<file path="src/rtl/multi_condition_gen.sv">
// multi_condition_gen: per-channel terminal-count conditions computed as
// period[ch]*freq_adj[ch] - OFFSET by one shared multiplier that is scanned
// round-robin over CHANNELS clock generators.
//
// Ports:
//   clk        - system clock, all state on the rising edge
//   reset_n    - asynchronous active-low reset
//   period     - CHANNELS x PERIOD_W packed periods, ch0 in the LSBs
//   freq_adj   - CHANNELS x ADJ_W packed frequency adjusts, ch0 in the LSBs
//   ch_en      - per-channel commit enable
//   condition  - CHANNELS x COND_W packed registered conditions
//   cond_valid - channel committed at least once since reset
//   cond_upd   - one-cycle strobe when a channel condition changes value
//   sweep_done - one-cycle strobe when the scan pointer wraps
//
// Optional build macro MULTI_COND_SAT_EN: clamp the result to [0, 2^COND_W-1]
// instead of the default modulo subtraction and truncation.
module multi_condition_gen #(
    parameter int unsigned CHANNELS = 4,
    parameter int unsigned PERIOD_W = 15,
    parameter int unsigned ADJ_W    = 15,
    parameter int unsigned COND_W   = 32,
    parameter int unsigned OFFSET   = 0
) (
    input  logic                         clk,
    input  logic                         reset_n,
    input  logic [CHANNELS*PERIOD_W-1:0] period,
    input  logic [CHANNELS*ADJ_W-1:0]    freq_adj,
    input  logic [CHANNELS-1:0]          ch_en,
    output logic [CHANNELS*COND_W-1:0]   condition,
    output logic [CHANNELS-1:0]          cond_valid,
    output logic [CHANNELS-1:0]          cond_upd,
    output logic                         sweep_done
);

    localparam int unsigned PW = PERIOD_W + ADJ_W;
    localparam int unsigned IW = (CHANNELS > 1) ? $clog2(CHANNELS) : 1;
    localparam int unsigned MW = (PW > COND_W) ? PW : COND_W;
    localparam int unsigned WW = ((MW > 32) ? MW : 32) + 1;
    localparam logic [IW-1:0] LAST = IW'(CHANNELS - 1);

    // Unpacked views of the packed channel inputs
    logic [PERIOD_W-1:0] per_a [CHANNELS];
    logic [ADJ_W-1:0]    adj_a [CHANNELS];

    always_comb begin
        for (int i = 0; i < int'(CHANNELS); i++) begin
            per_a[i] = period[i*PERIOD_W +: PERIOD_W];
            adj_a[i] = freq_adj[i*ADJ_W +: ADJ_W];
        end
    end

    // Scan pointer and wrap strobe
    logic [IW-1:0] ptr_q, ptr_d;
    logic          sweep_q, sweep_d;

    always_comb begin
        ptr_d   = (ptr_q == LAST) ? '0 : ptr_q + 1'b1;
        sweep_d = (ptr_q == LAST);
    end

    always_ff @(posedge clk or negedge reset_n) begin
        if (!reset_n) begin
            ptr_q   <= '0;
            sweep_q <= 1'b0;
        end else begin
            ptr_q   <= ptr_d;
            sweep_q <= sweep_d;
        end
    end

    // Stage 1: shared multiplier on the channel under the pointer
    logic [PW-1:0] op_a, op_b;
    logic [PW-1:0] p1_prod_q, p1_prod_d;
    logic [IW-1:0] p1_ch_q;
    logic          p1_vld_q;

    always_comb begin
        op_a      = PW'(per_a[ptr_q]);
        op_b      = PW'(adj_a[ptr_q]);
        p1_prod_d = op_a * op_b;
    end

    always_ff @(posedge clk or negedge reset_n) begin
        if (!reset_n) begin
            p1_prod_q <= '0;
            p1_ch_q   <= '0;
            p1_vld_q  <= 1'b0;
        end else begin
            p1_prod_q <= p1_prod_d;
            p1_ch_q   <= ptr_q;
            p1_vld_q  <= 1'b1;
        end
    end

    // Stage 2: offset subtraction and fit to COND_W
    logic [COND_W-1:0] res_d;

`ifdef MULTI_COND_SAT_EN
    logic [WW-1:0] prod_w, off_w, max_w, diff_w;

    always_comb begin
        prod_w = WW'(p1_prod_q);
        off_w  = WW'(OFFSET);
        max_w  = WW'({COND_W{1'b1}});
        diff_w = prod_w - off_w;
        if (prod_w < off_w) begin
            res_d = '0;
        end else if (diff_w > max_w) begin
            res_d = '1;
        end else begin
            res_d = COND_W'(diff_w);
        end
    end
`else
    localparam logic [PW-1:0] OFF_PW = PW'(OFFSET);
    logic [PW-1:0] diff_pw;

    // Wraps modulo 2^PW, then zero-extends or truncates to COND_W
    always_comb begin
        diff_pw = p1_prod_q - OFF_PW;
        res_d   = COND_W'(diff_pw);
    end
`endif

    logic [COND_W-1:0] p2_res_q;
    logic [IW-1:0]     p2_ch_q;
    logic              p2_vld_q;

    always_ff @(posedge clk or negedge reset_n) begin
        if (!reset_n) begin
            p2_res_q <= '0;
            p2_ch_q  <= '0;
            p2_vld_q <= 1'b0;
        end else begin
            p2_res_q <= res_d;
            p2_ch_q  <= p1_ch_q;
            p2_vld_q <= p1_vld_q;
        end
    end

    // Stage 3: commit into the channel's condition register
    logic [COND_W-1:0]   cond_q [CHANNELS];
    logic [CHANNELS-1:0] valid_q;
    logic [CHANNELS-1:0] upd_q;
    logic                commit;
    logic                changed;

    always_comb begin
        commit  = p2_vld_q && ch_en[p2_ch_q];
        changed = (p2_res_q != cond_q[p2_ch_q]);
    end

    always_ff @(posedge clk or negedge reset_n) begin
        if (!reset_n) begin
            for (int i = 0; i < int'(CHANNELS); i++) begin
                cond_q[i] <= COND_W'(1);
            end
            valid_q <= '0;
            upd_q   <= '0;
        end else begin
            upd_q <= '0;
            if (commit) begin
                valid_q[p2_ch_q] <= 1'b1;
                if (changed) begin
                    cond_q[p2_ch_q] <= p2_res_q;
                    upd_q[p2_ch_q]  <= 1'b1;
                end
            end
        end
    end

    always_comb begin
        condition = '0;
        for (int i = 0; i < int'(CHANNELS); i++) begin
            condition[i*COND_W +: COND_W] = cond_q[i];
        end
    end

    assign cond_valid = valid_q;
    assign cond_upd   = upd_q;
    assign sweep_done = sweep_q;

endmodule
</file>
<file path="config.mk">
export PLATFORM = sky130hd
export DESIGN_NAME = multi_condition_gen
export DESIGN_NICKNAME = d
export VERILOG_FILES = /design/src/rtl/multi_condition_gen.sv
export SDC_FILE = /design/constraint.sdc
export NUM_CORES = 1
export LEC_CHECK = 0
export BUFFER_PORTS_ARGS = -buffer_cell sky130_fd_sc_hd__buf_2
export CAP_MARGIN = 20
export CORE_MARGIN = 1.5
export CORE_UTILIZATION = 28
export DETAILED_ROUTE_END_ITERATION = 10
export GPL_TIMING_DRIVEN = 0
export SKIP_CTS_REPAIR_TIMING = 1
export SYNTH_ARGS = -nofsm -noshare
export SYNTH_HDL_FRONTEND = slang
export SYNTH_SLANG_ARGS = --single-unit
</file>
<file path="constraint.sdc">
create_clock -name clk -period 8.3 [get_ports clk]
set_clock_uncertainty 0.2 [all_clocks]
set_input_delay 1.245 -clock clk [delete_from_list [all_inputs] [get_ports clk]]
set_output_delay 1.245 -clock clk [all_outputs]
set_load 0.02 [all_outputs]
</file>
Word level (Yosys, flattened, before mapping)
Cells that the tools add are included.

operators by class
  add/sub/neg operators = 1
  multipliers = 1
  $lt $le $gt $ge = 5
  eq/ne operators = 2
  multiplexer cells = 19
  bitwise operators = 3
  reductions and logical operators = 4

operator list
  cell                   count
  $bwmux W128            1
  $mux W32               3
  $bmux W32 S2           1
  $demux W32 S2          1
  $bmux W15 S2           2
  $mux W15               4
  $ne A30 B32 Y1         1
  $mul A15 B15 Y30       1
  $mux W4                2
  $ge A3 B3 Y1 const B   2
  $not A2 Y3             2
  $or A4 B4 Y4           1
  $logic_and A1 B1 Y1    3
  $lt A2 B3 Y1 const B   1
  $lt A3 B1 Y1 const B   1
  $add A2 B1 Y2 const B  1
  $bmux W1 S2            1
  $demux W1 S2           1
  $eq A2 B2 Y1 const B   1
  $ge A2 B1 Y1 const B   1
  $mux W1                2
  $mux W2                1
  $reduce_and A2 Y1      1

storage, ports and cells
  bits in registers = 205
  input bits = 126
  word-level logic and storage cells = 49

Longest topological paths before layout
Gate-level depths: netlist (run 1).

  depth after elaboration = 7
  depth in mapped cells = 28
  gate-level depth less buffers = 24

Worst setup path before layout (run 1)
No wires, ideal clock.

  path type = input-to-reg
  from = input port freq_adj[30]
  to = register p1_prod_q[29]
  library setup time = 0.139 ns
  arrival = 6.961 ns
  setup slack = 1.000 ns
  cell stages on the path = 24
  buffers on the path = 1
  cells stage by stage = mux2_2 -> o21ai_1 -> clkbuf_1 -> nor2_1 -> fa_1 -> inv_1 -> fa_1 -> inv_1 -> fa_1 -> inv_1 -> fa_1 -> inv_1 -> fa_1 -> inv_1 -> fa_1 -> inv_1 -> ha_1 -> a21oi_1 -> o221ai_1 -> a211o_1 -> a21oi_1 -> o22ai_1 -> o21ai_0 -> a211oi_1

on the way
  word-level cells in the longest chain between the ends = 4

RTL lines
  what                                         line  RTL
  from (decl)                                  28    input logic [CHANNELS*ADJ_W-1:0] freq_adj,
  $bmux W15 S2                                 80    op_b = PW'(adj_a[ptr_q]);
  $mux W15 (implied by the code) (2 in a row)  80
  $mul A15 B15 Y30                             81    p1_prod_d = op_a * op_b;
  net p1_prod_d[29]                            74    logic [PW-1:0] p1_prod_q, p1_prod_d;
  to (signal assigned)                         90    p1_prod_q <= p1_prod_d;
  to (decl)                                    74

The timed path passes the listed nets, and every way through them passes these cells. The select of a mux whose other input is x is not followed.
A chain may end at the register's enable or synchronous reset.

Worst setup path after layout (run 1)
  from = register ptr_q[1]
  to = register p1_prod_q[29]

on the way
  word-level cells in the longest chain between the ends = 5

RTL lines
  what                                      line    RTL
  from (decl)                               54      logic [IW-1:0] ptr_q, ptr_d;
  from (signal assigned)                    67      ptr_q <= ptr_d;
  $not A2 Y3 (implied by the code) *        79, 80
  $bmux W15 S2 (on tied branches)           79, 80
  $mux W15 (on tied branches) (2 in a row)  79, 80
  $mul A15 B15 Y30 *                        81
  net p1_prod_d[29]                         74

The timed path passes the listed nets; every way through them passes the cells marked *. The select of a mux whose other input is x is not followed.

==> run_results.csv, run 1 <==
group,metric,value,unit
yosys,synth_top_family_by_area,"adder cells",
yosys,synth.distinct_cells,55,
yosys,synth_fa_ha_area_share,28.12,%
cts,cts-buffers-inserted,17,
cts,clkTransAtPathRegs,0.08,ns
yosys,yosysTopAreaCell,"dfrtp_1",
timing,worstMarginPinSlew,0.9654,ns
yosys,async_flop_share,100.0,%
grt,grt_max_degree,112,
yosys,synth_xor_area_share,3.043,%
floorplan,initial_core_util,28.47,%
cts,clock_path_buffers,2,
yosys,ys_seq_area_share,30.62,%
worst_hold_path,hold_path_class,"reg -> reg",
timing,max_freq,125.2,MHz
layout,seqCellArea,4935,um^2
drt,finalWirelength,45.02,mm
timing,holdWs,0.1487,ns
yosys,ys_ff_latch,197,
floorplan,coreArea,56600,um^2
power,p_per_area,397.9,nW/um^2
critical_path,critPathRequiredTime,8.43,ns
grt,grt_overflow,0,
place,gp_congestion,0.8975,
yosys,yosys_warnings,0,
yosys,netlist_area,16120,um^2
drt,num_vias,11415,
drt,ant_nets,0,
yosys,synth_edf_count,0,
critical_path,worst-path-max-fanout,10,
yosys,synth_most_common_cell,"inv_1",
layout,n_fill_cell,5790,
timing,slew_violations,0,
floorplan,die_h,242.9,um
critical_path,cp_slowest_cell,"fa_1",
grt,antenna_found_initial,1,
yosys,synth_top_area_share,29.97,%
drt,drtPass1Iterations,7,
cts,htreeDepth,4,
layout,multiInputGateArea,10060,um^2
power,peakVddDrop,0.3452,mV
drt,drt_iter0_markers,766,
status,status,"finished clean",
layout,nets,2107,
yosys,synthSimpleGateAreaFrac,9.137,%
floorplan,die_area,59010,um^2
timing,slew-limit-headroom,35.21,%
floorplan,fp.dieW,242.9,um
power,p_leak,9.259,nW
grt,grt_pass1_wl,70.50,mm
critical_path,worstPathArrival,8.11,ns
yosys,yosys-top-cells-area,"dfrtp_1, fa_1, mux2_2",
timing,min_period,7.988,ns
cts,tritoncts,"built",
cts,cts.sinks,197,
drt,wl_per_cell,18.09,um
yosys,synth-main-ff-cell,"dfrtp_1",
timing,setup_viol,0,
place,io_buffers,254,
grt,grt_usage,15.42,%
critical_path,start_kind,"flop",
timing,layout_worst_path_cycle_share,96.24,%
critical_path,end_kind,"flop",
yosys,synth.area.mux_share,17.50,%
floorplan,core.rowCount,87,
yosys,synth_compound_area_share,3.897,%
yosys,synthTopCellsByCount,"inv_1, dfrtp_1, fa_1",
drt,viasPerCell,4.586,
timing,hold_violations,0,
drt,drc_errors,0,
yosys,avgSynthCellArea,11.20,um^2
grt,grt_pass1_vias,12037,
floorplan,ios,263,
yosys,postSynthCellCount,1439,
layout,fin_util,33.78,%
critical_path,setup.worst_path.class,"reg -> reg",
critical_path,cpPeakStageDelay,0.53,ns
timing,rsz0062_at_grt,"false",
place,place_hpwl,37.16,mm
cts,cts-root-buf,"clkbuf_16",
layout,syn2layout_area_growth,18.63,%
layout,drive_gt1_share,30.89,%
place,place_area,18410,um^2
cts,clk_latency,0.45,ns
flow_run,maxCapViolCount,0,
layout,final_area,19120,um^2
-- placed cells by master (no fill, tap or decap), types with 10 or more instances in the layout --
cell type    n
nand2b_1    18
nor2_1     137
buf_2      259
clkbuf_2    18
inv_1      217
nor2b_1     15
ha_1        95
nand2_1    114
mux2_2     115
a21oi_1     23
mux2i_1     29
buf_6       11
mux4_2      25
fa_1       167
clkbuf_16   17
xnor2_1     44
clkbuf_1    11
mux2_4      29
nand4_1     10
buf_4       10
dfrtp_1    193
xor2_1      12
o21ai_0     11
o21a_1      15
-- sequential cells by signal, summed over array words and instances (netlist names) --
| signal | count |
|---|---|
| p2_vld_q | 1 |
| ptr_q | 2 |
| sweep_done | 1 |
| p1_prod_q | 30 |
| p1_vld_q | 1 |
| p2_res_q | 30 |
| condition | 120 |
| cond_valid | 4 |
| p1_ch_q | 2 |
| p2_ch_q | 2 |
| cond_upd | 4 |
-- through the flow --
step	power [W]	setup TNS, ns	worst slack [ns]	std cells
after CTS	0.007652	-5.060	-0.6793	2490
after floorplan	0.005259	0	0.9997	1446
after detailed placement	0.006780	-4.510	-0.6392	2458
final	0.007607	0	0.3118	2489
after global routing	0.008314	0	0.001127	2489
after global placement	0.006682	-3.877	-0.6073	2456
-- worst paths after layout --
check                              startpoint            end  slack [ns]  cells past startpoint
worst max-delay path                 ptr_q[1]  p1_prod_q[29]        0.31                     28
worst min-delay path            p1_prod_q[27]   p2_res_q[27]        0.15                      0
worst max register to register       ptr_q[1]  p1_prod_q[29]        0.31                     28
worst min register to register  p1_prod_q[27]   p2_res_q[27]        0.15                      0
max in group asynchronous             reset_n   condition[0]        6.31                      2
min in group asynchronous             reset_n  condition[25]        0.66                      1
-- area by class of cell --
cell class | instances | share of cell area (%)
antenna | 1 | 0.01309
multi-input combinational | 970 | 52.59
clock inverter | 15 | 0.9620
clock buffer | 17 | 2.225
tap | 756 | 4.947
buffer | 60 | 2.304
timing repair buffer | 256 | 6.884
sequential | 197 | 25.81
inverter | 217 | 4.260
-- where the power goes --
| group | total (W) | internal, W | leakage, nW | switching (W) |
|---|---|---|---|---|
| sequential | 0.00181 | 0.00143 | 2.32 | 0.000381 |
| combinational | 0.00497 | 0.00212 | 6.65 | 0.00285 |
| clock | 0.000825 | 0.000408 | 0.292 | 0.000417 |
-- logic make-up (layout without fill, tap and decap cells) --
logic type	after synthesis	after routing
compound gates	100	100
xor+xnor	56	56
fa+ha+maj	262	262
buf+inv	279	565
flops	197	197
mux	207	207
other cells	2	10
simple gates	336	336
-- per-layer routing --
layer | part of all wire (%) | GRT usage [%]
met1 | 46 | 21.53
met2 | 46 | 25.04
met3 | 5.6 | 2.012
met4 | 2.1 | 4.183
met5 | 0 | 0
-- worst max-delay path, delay by kind of cell (launching register included) --
kind,cells,cell delay (ns)
adder cells (fa/ha/maj),7,3.36
buffers and inverters,10,1.66
AO/OA/AOI/OAI,8,1.72
flip-flops,1,0.51
multiplexers,1,0.23
AND/OR/NAND/NOR,2,0.19
(Power assumes the default switching activity.)
==> run 2, diff against run 1 <==
Settings changed: CORE_UTILIZATION 28 to 55, PLACE_DENSITY set to 0.78.
==> run 2 against run 1 <==
Against the previous run: utilization grew 31 points; flip-flop and latch count stayed put; die area down 49%; setup slack improved by 0.068 ns; cell count decreased by 15%; global-route usage grew 12 points; register-to-register slack improved by 0.07 ns; critical path type unchanged.
==> run_results.csv, run 2 (synthesized netlist as in run 1, its figures left out) <==
group,metric,value,unit
layout,final_cells,2117,
timing,rsz0062_at_grt,"false",
cts,cts-buffers-inserted,17,
critical_path,worstPathArrival,8.02,ns
drt,drtPass1Iterations,6,
power,p_per_area,402.0,nW/um^2
timing,slew-limit-headroom,39.73,%
floorplan,coreArea,28780,um^2
cts,htreeDepth,4,
critical_path,critPathRequiredTime,8.40,ns
grt,grt_usage,27.58,%
timing,layout_worst_path_cycle_share,95.43,%
floorplan,fp.dieW,174.2,um
drt,num_vias,11738,
layout,syn2layout_area_growth,15.57,%
drt,drc_errors,0,
floorplan,initial_core_util,56.00,%
power,peakVddDrop,0.3150,mV
worst_hold_path,hold_path_class,"reg -> reg",
timing,min_period,7.921,ns
timing,worstMarginPinSlew,0.8981,ns
flow_run,maxCapViolCount,0,
critical_path,end_kind,"flop",
critical_path,setup.worst_path.class,"reg -> reg",
power,p_leak,9.249,nW
critical_path,r2r_cells,26,
timing,setup_viol,0,
place,place_hpwl,32.95,mm
layout,num_antenna_cells,0,
cts,clkTransAtPathRegs,0.07,ns
floorplan,core.rowCount,62,
place,gp_congestion,0.9018,
place,io_buffers,254,
critical_path,worst-path-max-fanout,10,
drt,viasPerCell,5.545,
layout,layout_common_cells,"buf_2, inv_1, dfrtp_1",
drt,ant_nets,0,
timing,slew_violations,0,
layout,drive_gt1_share,30.70,%
floorplan,ios,263,
cts,cts.sinks,197,
timing,max_freq,126.3,MHz
cts,cts-root-buf,"clkbuf_16",
layout,nets,2108,
floorplan,die_area,30340,um^2
grt,grt_overflow,0,
drt,drt_iter0_markers,890,
timing,fin_ws,0.3793,ns
cts,clk_latency,0.43,ns
drt,finalWirelength,40.90,mm
critical_path,start_kind,"flop",
grt,grt_pass1_vias,12017,
grt,grt_max_degree,131,
place,dp.cells,2085,
layout,final_common_cell,"buf_2",
cts,tritoncts,"built",
grt,grt_pass1_wl,64.85,mm
layout,largest_reg_flops,120,
power,p_total,0.007487,W
floorplan,die_h,174.2,um
cts,clock_path_buffers,2,
drt,wl_per_cell,19.32,um
worst_hold_path,hold_path_depth,0,
layout,fin_util,64.72,%
timing,hold_violations,0,
place,pre_cts_ws,-0.5110,ns
grt,antenna_found_initial,1,
status,status,"finished clean",
[run 2: final cells by class]
cell class / instances / area (um^2)
flip-flops and latches: 197 / 4935
fillers: 2212 / 10150
inverters: 217 / 814.5
clock buffers: 17 / 425.4
clock inverters: 15 / 188.9
well taps: 384 / 480.5
repair buffers: 255 / 1309
multi-input cells: 970 / 10030
plain buffers: 62 / 441.7
[run 2: final timing paths]
kind	slack [ns]	from	to
worst max-delay path	0.38	ptr_q[1]	p1_prod_q[29]
worst min-delay path	0.15	p1_prod_q[10]	p2_res_q[10]
worst max register to register	0.38	ptr_q[1]	p1_prod_q[29]
worst min register to register	0.15	p1_prod_q[10]	p2_res_q[10]
max in group asynchronous	6.34	reset_n	condition[26]
min in group asynchronous	0.55	reset_n	condition[2]
[run 2: per-stage QoR]
step / cell area [um^2] / hold slack, ns / TNS (ns)
after floorplan: 16140 / 0.1312 / 0
after global placement: 17890 / 0.1316 / -2.538
after detailed placement: 17930 / 0.1347 / -3.530
after CTS: 18550 / 0.1509 / -3.706
after global routing: 18630 / 0.1572 / 0
final: 18630 / 0.1491 / 0
[run 2: critical path, cell delays in order, from the launching register on]
cell      delay, ns
dfrtp_1        0.45
clkbuf_2       0.30
buf_2          0.35
mux2_2         0.39
o21ai_2        0.36
clkbuf_2       0.34
nor2_1         0.11
fa_1           0.56
inv_1          0.05
fa_1           0.48
inv_1          0.06
fa_1           0.50
inv_1          0.06
fa_1           0.53
inv_1          0.05
fa_1           0.48
inv_1          0.05
fa_1           0.49
inv_1          0.05
ha_1           0.35
a21oi_1        0.16
o221ai_1       0.14
a211o_1        0.34
a21oi_1        0.30
o22ai_1        0.18
o21ai_0        0.32
a211oi_1       0.12
[run 2: layer usage]
metal	share of wire, %	track usage [%]
met2	48	46.45
met4	3.2	10.02
met5	0.056	0
met3	7.6	4.746
met1	41	35.96
[run 2: report_power, final]
part           internal, W  switching, W  leakage (nW)
Clock             0.000435      0.000393         0.296
Combinational      0.00211       0.00275          6.63
Sequential         0.00143      0.000379          2.32
Total              0.00397       0.00352          9.25
==> run 3, diff against run 2 <==
Settings changed: BUFFER_PORTS_ARGS -buffer_cell sky130_fd_sc_hd__buf_2 to -buffer_cell sky130_fd_sc_hd__clkbuf_2.
==> run 3 against run 2 <==
Against the previous run: clock power rose by 4.3%; worst hold slack got worse by 0.0045 ns; non-clock buffer count is the same; register-to-register slack worse by 0.02 ns; global-route usage up 0.64 points; sequential power is essentially flat; first-iteration DRC count is 10% lower; utilization increased by 0.052 points; highest routed layer is now met4; combinational power hardly changed.
==> run_results.csv, run 3 (synthesized netlist as in run 1, its figures left out) <==
group,metric,value,unit
status,status,"finished clean",
place,place_area,17930,um^2
critical_path,end_kind,"flop",
timing,slew-limit-headroom,37.29,%
floorplan,die_h,174.2,um
grt,grt_max_degree,111,
power,peakVddDrop,0.3532,mV
critical_path,cpPeakStageDelay,0.56,ns
worst_hold_path,hold_path_class,"reg -> reg",
critical_path,critPathRequiredTime,8.39,ns
critical_path,worstPathArrival,8.03,ns
floorplan,fp.dieW,174.2,um
drt,drtPass1Iterations,5,
place,place_hpwl,33.44,mm
power,internal_power,0.003997,W
grt,antenna_found_initial,0,
critical_path,worst-path-max-fanout,10,
drt,finalWirelength,41.30,mm
power,p_per_area,403.5,nW/um^2
grt,grt_usage,28.23,%
critical_path,crit_top_cell,"fa_1",
cts,cts.sinks,197,
grt,grt_pass1_wl,66.01,mm
layout,num_antenna_cells,0,
layout,final_cells,2117,
power,p_total,0.007523,W
cts,cts-root-buf,"clkbuf_16",
power,switching_share,46.87,%
drt,ant_nets,0,
cts,htreeDepth,4,
critical_path,path_cells,"clkbuf_2 > clkbuf_2 > mux2_2 > o21ai_2 > clkbuf_2 > nor2_1 > fa_1 > inv_1 > fa_1 > inv_1 > fa_1 > fa_1 > fa_1 > inv_1 > fa_1 > inv_1 > ha_1 > clkbuf_1 > nand4_1 > nor3_1 > nand3_1 > o2111ai_1 > a311oi_2 > o311ai_0",
critical_path,start_kind,"flop",
cts,clkTransAtPathRegs,0.08,ns
power,p_comb_share,64.3,%
drt,drc_errors,0,
timing,worstMarginPinSlew,0.9344,ns
critical_path,cp_slowest_cell,"fa_1",
cts,clk_latency,0.43,ns
grt,grt_overflow,0,
timing,hold_violations,0,
drt,num_vias,11651,
timing,min_period,7.940,ns
power,clock_power_share,11.5,%
power,seq_power_share,24.2,%
layout,final_area,18640,um^2
timing,holdWs,0.1445,ns
flow_run,maxCapViolCount,0,
cts,clock_path_buffers,2,
layout,n_fill_cell,2263,
power,p_leak,9.299,nW
floorplan,die_area,30340,um^2
power,switching_power,0.003526,W
drt,drt_iter0_markers,797,
timing,tns,0,ns
layout,final_common_cell,"clkbuf_2",
grt,grt_pass1_vias,12186,
drt,wl_per_cell,19.51,um
floorplan,core.rowCount,62,
layout,largest_reg_flops,120,
timing,max_freq,125.9,MHz
cts,tritoncts,"built",
critical_path,crit_family,"adder cells",
critical_path,setup.worst_path.class,"reg -> reg",
place,dp.cells,2085,
place,io_buffers,254,
floorplan,coreArea,28780,um^2
critical_path,cp_num_buf_inv,8,
timing,layout_worst_path_cycle_share,95.66,%
layout,layout_common_cells,"clkbuf_2, inv_1, dfrtp_1",
cts,cts-buffers-inserted,17,
floorplan,initial_core_util,56.00,%
place,gp_congestion,0.9078,
layout,nets,2108,
timing,slew_violations,0,
layout,syn2layout_area_growth,15.67,%
floorplan,ios,263,
drt,viasPerCell,5.504,
timing,setup_viol,0,
layout,drive_gt1_share,30.70,%
-- run 3: cell types whose count changed in the layout (fill, tap and decap cells not counted), moves of 2 or more --
cell / before / now
clkinv_8: 4 / 2
clkbuf_2: 17 / 273
buf_2: 258 / 2
inv_6: 4 / 2
inv_8: 3 / 7
-- run 3: final cells by class --
| type | instances | area [um^2] | share of cell area [%] |
|---|---|---|---|
| Multi-Input combinational cell | 970 | 10030 | 53.82 |
| Sequential cell | 197 | 4935 | 26.47 |
| Timing Repair Buffer | 255 | 1308 | 7.014 |
| Inverter | 217 | 814.5 | 4.369 |
| Tap cell | 384 | 480.5 | 2.577 |
| Buffer | 62 | 441.7 | 2.369 |
| Clock buffer | 17 | 425.4 | 2.282 |
| Clock inverter | 15 | 205.2 | 1.101 |
-- run 3: power by group through the flow --
stage	combinational, W	clock [W]	sequential [W]
6_report	0.00484	0.000864	0.00182
5_1_grt	0.00539	0.000914	0.00186
4_1_cts	0.00481	0.000875	0.00181
3_5_place_dp	0.00476	0	0.00181
3_3_place_gp	0.00463	0	0.00178
2_1_floorplan	0.00323	0	0.00203
-- run 3: per-layer routing --
layer | wire length, um | vias up | track usage (%)
met1 | 16790 | 5755 | 36.33
met3 | 3009 | 77 | 3.915
met2 | 20110 | 614 | 48.16
li1 | - | 5205 | -
met4 | 1398 | 0 | 11.67
met5 | 0 | - | 0
-- run 3: final timing paths --
| path | depth (start not counted) | slack, ns | endpoint | startpoint |
|---|---|---|---|---|
| setup / recovery | 24 | 0.36 | p1_prod_q[28] | ptr_q[1] |
| hold reg to reg | 0 | 0.14 | p2_res_q[23] | p1_prod_q[23] |
| setup reg to reg | 24 | 0.36 | p1_prod_q[28] | ptr_q[1] |
| max in group asynchronous | 2 | 6.22 | condition[96] | reset_n |
| min in group asynchronous | 1 | 0.69 | condition[34] | reset_n |
| hold / removal | 0 | 0.14 | p2_res_q[23] | p1_prod_q[23] |
-- run 3: through the flow --
step	setup WS, ns	util [%]
after floorplan	0.9997	-
after detailed placement	-0.5112	62.30
final	0.3601	64.77
after global placement	-0.4689	62.18
after global routing	-0.01405	64.77
after CTS	-0.5488	64.49
